===== src/rtl/battleship_board_render.sv =====
// Two-stage pixel renderer for the player and PC Battleship boards with a blinking PC-board cursor.
// Optional macro BOARD_PC_REVEAL_EN shows PC board ships instead of concealing them as water.
module battleship_board_render #(
  parameter int unsigned N            = 5,
  parameter int unsigned CELL_W       = 54,
  parameter int unsigned CELL_H       = 70,
  parameter int unsigned ORG0_X       = 25,
  parameter int unsigned ORG1_X       = 345,
  parameter int unsigned ORG_Y        = 50,
  parameter int unsigned BLINK_FRAMES = 30
) (
  input  logic                   clk,
  input  logic                   rst,
  input  logic [9:0]             x,
  input  logic [9:0]             y,
  input  logic                   frame_start,
  input  logic [2*N*N-1:0]       player_cells,
  input  logic [2*N*N-1:0]       pc_cells,
  input  logic [$clog2(N)-1:0]   cursor_row,
  input  logic [$clog2(N)-1:0]   cursor_col,
  input  logic                   cursor_valid,
  output logic [7:0]             r,
  output logic [7:0]             g,
  output logic [7:0]             b
);

  localparam int unsigned IW    = $clog2(N);
  localparam int unsigned BW    = (BLINK_FRAMES > 1) ? $clog2(BLINK_FRAMES) : 1;
  localparam int unsigned BRD_W = N * CELL_W;
  localparam int unsigned BRD_H = N * CELL_H;

  localparam logic [23:0] C_BLACK  = 24'h000000;
  localparam logic [23:0] C_WHITE  = 24'hFFFFFF;
  localparam logic [23:0] C_CURSOR = 24'hFFFF00;
  localparam logic [23:0] C_HIT    = 24'hFF0000;
  localparam logic [23:0] C_MISS   = 24'h808080;
  localparam logic [23:0] C_SHIP   = 24'h00A000;
  localparam logic [23:0] C_WATER  = 24'h000060;

  typedef enum logic [1:0] {
    BSEL_NONE   = 2'd0,
    BSEL_PLAYER = 2'd1,
    BSEL_PC     = 2'd2
  } bsel_e;

  bsel_e         sel_d, sel_q;
  logic          line_d, line_q;
  logic [IW-1:0] row_d, row_q;
  logic [IW-1:0] col_d, col_q;
  logic [23:0]   rgb_d, rgb_q;
  logic [BW-1:0] cnt_d, cnt_q;
  logic          phase_d, phase_q;

  logic [31:0]   xw, yw, off_x, off_y;
  logic          in_y, in_b0, in_b1;
  logic [31:0]   cell_idx;
  logic [1:0]    p_code, c_code;
  logic          cur_hit;

  // Stage 1: board hit test, grid-line detect and cell index via comparison chain
  always_comb begin
    xw     = 32'(x);
    yw     = 32'(y);
    in_y   = (yw >= ORG_Y) && (yw <= ORG_Y + BRD_H);
    in_b0  = in_y && (xw >= ORG0_X) && (xw <= ORG0_X + BRD_W);
    in_b1  = in_y && (xw >= ORG1_X) && (xw <= ORG1_X + BRD_W);
    off_x  = xw - ((in_b1 && !in_b0) ? ORG1_X : ORG0_X);
    off_y  = yw - ORG_Y;
    sel_d  = BSEL_NONE;
    line_d = 1'b0;
    row_d  = '0;
    col_d  = '0;
    if (in_b0) begin
      sel_d = BSEL_PLAYER;
    end else if (in_b1) begin
      sel_d = BSEL_PC;
    end
    for (int unsigned i = 0; i <= N; i++) begin
      if (off_x == i * CELL_W || off_y == i * CELL_H) begin
        line_d = 1'b1;
      end
    end
    for (int unsigned i = 1; i < N; i++) begin
      if (off_x >= i * CELL_W) begin
        col_d = IW'(i);
      end
      if (off_y >= i * CELL_H) begin
        row_d = IW'(i);
      end
    end
  end

  always_ff @(posedge clk or posedge rst) begin
    if (rst) begin
      sel_q  <= BSEL_NONE;
      line_q <= 1'b0;
      row_q  <= '0;
      col_q  <= '0;
    end else begin
      sel_q  <= sel_d;
      line_q <= line_d;
      row_q  <= row_d;
      col_q  <= col_d;
    end
  end

  // Stage 2: decode live cell arrays and cursor into a colour
  always_comb begin
    cell_idx = 32'(row_q) * N + 32'(col_q);
    p_code   = 2'(player_cells >> (cell_idx * 2));
    c_code   = 2'(pc_cells >> (cell_idx * 2));
    cur_hit  = (sel_q == BSEL_PC) && cursor_valid && phase_q &&
               (cursor_row == row_q) && (cursor_col == col_q);
    rgb_d    = C_BLACK;
    if (sel_q == BSEL_NONE) begin
      rgb_d = C_BLACK;
    end else if (line_q) begin
      rgb_d = C_WHITE;
    end else if (cur_hit) begin
      rgb_d = C_CURSOR;
    end else if (sel_q == BSEL_PLAYER) begin
      case (p_code)
        2'd1:    rgb_d = C_SHIP;
        2'd2:    rgb_d = C_HIT;
        2'd3:    rgb_d = C_MISS;
        default: rgb_d = C_WATER;
      endcase
    end else begin
      case (c_code)
`ifdef BOARD_PC_REVEAL_EN
        2'd1:    rgb_d = C_SHIP;
`else
        2'd1:    rgb_d = C_WATER;
`endif
        2'd2:    rgb_d = C_HIT;
        2'd3:    rgb_d = C_MISS;
        default: rgb_d = C_WATER;
      endcase
    end
  end

  // Blink unit: phase flips each time the frame counter wraps
  always_comb begin
    cnt_d   = cnt_q;
    phase_d = phase_q;
    if (frame_start) begin
      if (cnt_q == BW'(BLINK_FRAMES - 1)) begin
        cnt_d   = '0;
        phase_d = ~phase_q;
      end else begin
        cnt_d = cnt_q + BW'(1);
      end
    end
  end

  always_ff @(posedge clk or posedge rst) begin
    if (rst) begin
      rgb_q   <= C_BLACK;
      cnt_q   <= '0;
      phase_q <= 1'b0;
    end else begin
      rgb_q   <= rgb_d;
      cnt_q   <= cnt_d;
      phase_q <= phase_d;
    end
  end

  assign r = rgb_q[23:16];
  assign g = rgb_q[15:8];
  assign b = rgb_q[7:0];

endmodule


===== config.mk =====
export PLATFORM = sky130hd
export DESIGN_NAME = battleship_board_render
export DESIGN_NICKNAME = d
export VERILOG_FILES = /design/src/rtl/battleship_board_render.sv
export SDC_FILE = /design/constraint.sdc
export NUM_CORES = 1
export LEC_CHECK = 0
export CAP_MARGIN = 0
export CORE_AREA = 2 2 91 93
export DETAILED_ROUTE_END_ITERATION = 8
export DIE_AREA = 0 0 93 95
export PLACE_DENSITY_LB_ADDON = 0.15
export SLEW_MARGIN = 5
export SYNTH_ARGS = -nofsm -noshare
export SYNTH_HDL_FRONTEND = slang
export SYNTH_SLANG_ARGS = --single-unit

===== constraint.sdc =====
create_clock -name clk -period 4.6 [get_ports clk]
set_input_delay 0.92 -clock clk [delete_from_list [all_inputs] [get_ports clk]]
set_output_delay 0.92 -clock clk [all_outputs]
set_load 0.005 [all_outputs]

==> metrics.md, run 1 <==
| Metric | Value |
|---|---|
| Async SR Flop Fraction | 1.000 |
| Top FF cell, synth | dfrtp_1 |
| Cell Area, Synth | around 3300 um^2 |
| Count of hold-fix buffers inserted at cts | 0 |
| Hold Crit Class | reg -> reg |
| Peak VDD IR | around 0.00013 V |
| Max-Cap Viols | 0 |
| Routed len/inst | between 15 and 20 um |
| Leakage | 1.961 nW |
| Vias per inst | between 5 and 6 |
| DR pass1 iterations | 4 |
| H-tree depth | 1 |
| Ports | ~150 |
| Vias in the first global route | approximately 3400 |
| Seq. cell area | 575.6 um^2 |
| Setup violations, final | 0 |
| Clock skew | 0.003739 ns |
| CP Class | in -> reg |
| Fin area | ~4900 um^2 |
| Clock buffer depth | 2 |
| Root buffer cell | clkbuf_8 |
| Sequential area share after synthesis | 0.1740 |
| Critical Path AT | around 4.5 ns |
| Area growth syn-to-layout | 47.47% |
| Synthesized area per cell | between 8 and 9 um^2 |
| Post-CTS sizing | 0 |
| Layout cells sized above 1 | 0.07143 |
| Gate Count Post-Synth | ~380 |
| Post-synth top area cell | dfrtp_1 |
| Grt ovf | 0 |
| Fmax | approximately 230 MHz |
| Clock-pin slew on the worst setup and hold paths | around 0.080 ns |
| Outcome | finished clean |
| CP Launch Type | primary input |
| 1st-iter DRT viols | 109 |
| Most frequent cells in the layout | 153 x clkdlybuf4s50_1, 34 x nor2_1, 26 x nand2_1 |
| Library cells used by synthesis | 68 |
| Initial core utilization | 0.4173 |
| Die area | a little under 9000 um^2 |
| Syn nets | approximately 530 |
| Final Max Tran Viols | 0 |
| Final HPWL DP | 8347 um |
| Core area | about 7900 um^2 |
| Largest net degree at the start of global routing | 24 |
| Crit Path Max Fanout | 6 |
| RSZ-0062 raised after global routing | false |
| Initial antenna violation count | 0 |
| Most frequent standard cell in the layout excluding fill and tap cells | clkdlybuf4s50_1 |
| I/O Buffers | 153 |
| Routed Antenna Nets | 0 |
| Slew HR | 0.4428 |
| Vias | roughly 3500 |
| Synth top area share | 0.1740 |
| Total track usage | 0.2209 |
| Setup bufs post-CTS | 0 |
| First-pass GRT wire length | around 16000 um |
| Num CTS Buffers | 3 |
| Slew of the pin with the lowest slew margin | ~0.83 ns |
| Top area cells in the synthesized netlist | dfrtp_1 17%, ha_1 7.6%, mux4_1 6.4% |
| Fin crit period | between 4 and 5 ns |
| Final Routed Wirelength | ~10000 um |
| Setup crit end kind | flop |
| Yosys warnings | 0 |
| Gpl congestion | 0.9330 |
| CP required | about 4.8 ns |
| Number of synthesized register bits | 23 |
| P per Cell Area | ~250 nW/um^2 |
| DP Area | 4832 um^2 |
| CTS tree | yes |
| Row count | 33 |
| Height of the die | 95 um |
| Total negative slack | 0 ns |
| Tcrit/Tclk final | 0.9344 |
| Clk Latency, worst-skew pair | ~0.26 ns |
| Fillcell total | 723 |
| Layout net count | 670 |
| Clk sink count | 23 |
| Fin. Hold Viols | 0 |
| Die Width | ~93 um |
| Area of the multi-input gates | about 2500 um^2 |
| DR DRC count | 0 |
| N_diodes | 0 |
| Post-synth EDFFs | 0 |
==> registers in the layout (all words and copies together) (netlist names) <==
name     count
cnt_q        5
col_q        3
line_q       1
phase_q      1
rgb_q        8
row_q        3
sel_q        2
==> area by class of cell <==
type | count | share of cell area
Multi-Input combinational cell | 310 | 0.5040
Timing Repair Buffer | 161 | 0.3262
Sequential cell | 23 | 0.1180
Tap cell | 105 | 0.02693
Inverter | 20 | 0.01539
Clock buffer | 3 | 0.008464
Clock inverter | 1 | 0.001026
==> through the flow <==
stage	instances	total power, mW	hold slack (ns)	setup slack, ns	util
floorplan	383	0.8422	0.4420	0.7676	-
global placement	619	1.090	0.4648	0.2113	0.6095
detailed placement	619	1.105	0.4699	0.02808	0.6095
CTS	623	1.232	0.4848	0.2884	0.6154
global route	623	1.326	0.4980	0.07083	0.6154
finish	623	1.225	0.4885	0.3019	0.6154
==> where the power goes <==
| group | switching (mW) | internal, mW |
|---|---|---|
| clock | 0.0625 | 0.0604 |
| combinational | 0.392 | 0.433 |
| sequential | 0.0341 | 0.242 |
| total | 0.489 | 0.736 |
==> worst max-delay path, cell delays in order <==
cell and delay, ns:
clkdlybuf4s50_1 0.59, inv_1 0.11, ha_1 0.25, nand2b_1 0.17, a31oi_1 0.13, a311oi_1 0.40
nand2_1 0.17, ha_1 0.37, a21oi_1 0.16, o21ai_1 0.13, xnor2_1 0.37, o22ai_1 0.13
a22oi_1 0.19, o221ai_1 0.14, a211oi_1 0.25
==> logic make-up after synthesis <==
group / after synthesis / synth area share
simple gates: 126 / 0.1906
compound gates: 99 / 0.2080
buf+inv: 50 / 0.08283
mux: 33 / 0.1740
xor+xnor: 31 / 0.08888
flops: 23 / 0.1740
fa+ha+maj: 21 / 0.08169
==> worst paths after layout <==
| kind | startpoint | end | slack, ns | cells past startpoint |
|---|---|---|---|---|
| min in group asynchronous | rst | rgb_q[4] | 1.13 | 2 |
| max | y[1] | col_q[0] | 0.30 | 15 |
| min | phase_q | phase_q | 0.49 | 1 |
| max reg2reg | row_q[0] | rgb_q[15] | 1.00 | 11 |
| max in group asynchronous | rst | col_q[1] | 2.96 | 2 |
| min reg2reg | phase_q | phase_q | 0.49 | 1 |
==> per-layer routing <==
metal | vias to the layer above | GRT usage | part of all wire
met3 | 20 | 0.03591 | 0.052
met4 | 0 | 0.04779 | 0.020
li1 | 1713 | - | -
met5 | - | 0 | 0
met1 | 1664 | 0.2571 | 0.41
met2 | 119 | 0.4245 | 0.52
==> Yosys cell counts (all sizes together) (5+ instances only) <==
cell and count:
a311oi 5, a31oi 9, nand4 12, nor3 8, clkbuf 8, nand2 27
dfrtp 23, a21oi 15, nand3 11, nor2b 7, and3 8, ha 20
mux2i 14, xnor2 16, o211ai 5, xor2 15, nor2 34, o21ai 25
buf 22, inv 20, mux4 17, a221oi 5
No activity file was read; power rests on OpenSTA's default activity.
==> run 2: changes to the inputs <==
--- a/config.mk
+++ b/config.mk
@@ -9,7 +9,8 @@
 export CORE_AREA = 2 2 91 93
 export DETAILED_ROUTE_END_ITERATION = 8
 export DIE_AREA = 0 0 93 95
-export PLACE_DENSITY_LB_ADDON = 0.15
+export GPL_ROUTABILITY_DRIVEN = 0
+export PLACE_DENSITY = 0.82
 export SLEW_MARGIN = 5
 export SYNTH_ARGS = -nofsm -noshare
 export SYNTH_HDL_FRONTEND = slang
==> metrics.md, run 2 (synthesis results as in run 1) <==
| Metric | Value |
|---|---|
| Vias in the first global route | 3288 (-2.9%) |
| Area of the multi-input gates | 2465 um^2 (+0.25%) |
| Largest registers | rgb_q (8), cnt_q (5) |
| Psw | 0.4901 mW (+0.28%) |
| Logic pwr share | 0.674 (about the same) |
| P per Cell Area | 251.2 nW/um^2 (about the same) |
| Routed Antenna Nets | 0 (unchanged) |
| Final Routed Wirelength | 9978 um (about the same) |
| Grt ovf | 0 (unchanged) |
| N_diodes | 0 (unchanged) |
| Fin crit period | 4.309 ns (+0.01101 ns) |
| Clock-pin slew on the worst setup and hold paths | 0.08 ns (about the same) |
| Clock buffer depth | 2 (unchanged) |
| CTS tree | yes |
| Total negative slack | 0 ns (unchanged) |
| Layout cells sized above 1 | 0.07514 (+0.003716) |
| Slew HR | 0.4590 (+0.01619) |
| CP Launch Type | primary input |
| Fmax | 232.1 MHz (-0.26%) |
| M1 GR Usage | 0.2662 (+0.009129) |
| Most frequent standard cell in the layout excluding fill and tap cells | clkdlybuf4s50_1 |
| CP Class | in -> reg |
| Vias per inst | 5.617 (-0.47%) |
| Outcome | finished clean |
| Clock power share | 0.101 (about the same) |
| Fin area | 4892 um^2 (+0.28%) |
| Layout net count | 671 (+0.15%) |
| H-tree depth | 1 (unchanged) |
| 1st-iter DRT viols | 161 (+48%) |
| CP max stage cell | clkdlybuf4s50_1 |
| Crit Path Max Fanout | 8 (+2) |
| Most frequent cells in the layout | 153 x clkdlybuf4s50_1, 34 x nor2_1, 26 x nand2_1 |
| Peak VDD IR | 0.0001149 V (-8.3%) |
| Total track usage | 0.2172 (-0.003731) |
| Leakage | 1.967 nW (+0.28%) |
| Fin util | 0.6171 (+0.001737) |
| First-pass GRT wire length | 15540 um (-2.2%) |
| GRT met3 Usage | 0.03272 (-0.003192) |
| CP required | 4.80 ns (+0.03 ns) |
| Area growth syn-to-layout | 47.88% |
| Clock skew | 0.003376 ns (-0.0003623 ns) |
| Clk Latency, worst-skew pair | 0.26 ns (about the same) |
| DR pass1 iterations | 5 (+1) |
| Row count | 33 (unchanged) |
| Internal power | 0.7389 mW (+0.36%) |
| Initial antenna violation count | 0 (unchanged) |
| Final HPWL DP | 8430 um (+0.99%) |
| Tcrit/Tclk final | 0.9368 (+0.002393) |
| Routed len/inst | 15.99 um (-0.14%) |
| Count of hold-fix buffers inserted at cts | 0 (unchanged) |
| Die Width | 93 um (unchanged) |
| Largest net degree at the start of global routing | 24 (unchanged) |
| Register with the most flip-flops | rgb_q |
| Height of the die | 95 um (unchanged) |
| Setup crit end kind | flop |
| Max-Cap Viols | 0 (unchanged) |
| Clk sink count | 23 (unchanged) |
| I/O Buffers | 153 (unchanged) |
| Fin. Hold Viols | 0 (unchanged) |
| Seq. cell area | 575.6 um^2 (unchanged) |
| Hold Slack | 0.4868 ns (-0.001622 ns) |
| Max reg flops | 8 (unchanged) |
| Sequential Power Share | 0.225 (about the same) |
| Critical Path AT | 4.50 ns (+0.03 ns) |
| Num CTS Buffers | 3 (unchanged) |
| Met2 Usage GRT | 0.4173 (-0.007246) |
| Ports | 154 (unchanged) |
| Fillcell total | 704 (-2.6%) |
| Slew of the pin with the lowest slew margin | 0.8106 ns (-0.02426 ns) |
| Die area | 8835 um^2 (unchanged) |
| DP Area | 4825 um^2 (-0.16%) |
| Initial core utilization | 0.4173 (unchanged) |
| Final Max Tran Viols | 0 (unchanged) |
| Global route hottest layer | met2 |
| Core area | 7928 um^2 (unchanged) |
| Hold Crit Class | reg -> reg |
| Worst-path cell chain | clkdlybuf4s50_1 > inv_1 > ha_1 > nand2b_1 > a31oi_1 > a311oi_2 > nand2_1 > ha_1 > nand3_1 > o21ai_0 > xor2_1 > nand4_1 > a211oi_1 > o21ai_0 > nand4_1 |
| Worst stage delay on the critical path | 0.59 ns (about the same) |
| Vias | 3505 (-0.31%) |
| Root buffer cell | clkbuf_8 |
| DR DRC count | 0 (unchanged) |
| Switching Share | 0.3988 (about the same) |
| Setup violations, final | 0 (unchanged) |
| RSZ-0062 raised after global routing | false |
## run 2: cell types whose count changed in the layout (fill, tap and decap cells not counted)
cell,change
a311oi_1,-1
o21ai_0,+1
buf_4,+1
a311oi_2,+1
o21ai_1,-1
## run 2: power groups by stage
| stage | Clock [mW] | Sequential, mW | Combinational, mW |
|---|---|---|---|
| after global routing | 0.133 | 0.284 | 0.904 |
| after detailed placement | 0 | 0.280 | 0.824 |
| after global placement | 0 | 0.278 | 0.803 |
| after floorplan | 0 | 0.274 | 0.568 |
| final | 0.124 | 0.277 | 0.829 |
| after CTS | 0.126 | 0.277 | 0.826 |
## run 2: final cells by class
class,instances,share of cell area
Multi-Input combinational cell,310,0.5038
Timing Repair Buffer,162,0.3269
Sequential cell,23,0.1176
Tap cell,105,0.02685
Inverter,20,0.01535
Clock buffer,3,0.008440
Clock inverter,1,0.001023
## run 2: metal layers
metal / vias up / wire, um
met1: 1630 / 4104
met4: 0 / 116
met2: 141 / 5130
li1: 1718 / -
met3: 16 / 626
met5: - / 0
## run 2: critical path: cells and delay by family
family,cells,cell delay (ns)
AND/OR/NAND/NOR,5,0.67
buffers and inverters,2,0.69
AO/OA/AOI/OAI,5,1.23
adder cells (fa/ha/maj),2,0.65
XOR/XNOR,1,0.34
## run 2: worst paths after layout
check | cells after the start | slack [ns] | end | startpoint
setup / recovery | 15 | 0.29 | line_q | y[2]
hold / removal | 1 | 0.49 | phase_q | phase_q
setup reg to reg | 12 | 0.86 | rgb_q[15] | row_q[0]
hold reg to reg | 1 | 0.49 | phase_q | phase_q
max in group asynchronous | 2 | 2.99 | sel_q[0] | rst
min in group asynchronous | 2 | 1.11 | cnt_q[0] | rst
## run 2: through the flow
step	setup WS (ns)	std cells	total power [mW]
final	0.2909	624	1.229
after global routing	0.02083	624	1.321
after CTS	0.2051	622	1.228
after detailed placement	-0.04561	618	1.104
after global placement	0.1649	618	1.081
after floorplan	0.7676	383	0.8422
## run 2: repair_timing
action                     CTS  global route
setup endpoints to repair    0             2
buffers inserted             0             2
gates resized for setup      0             1
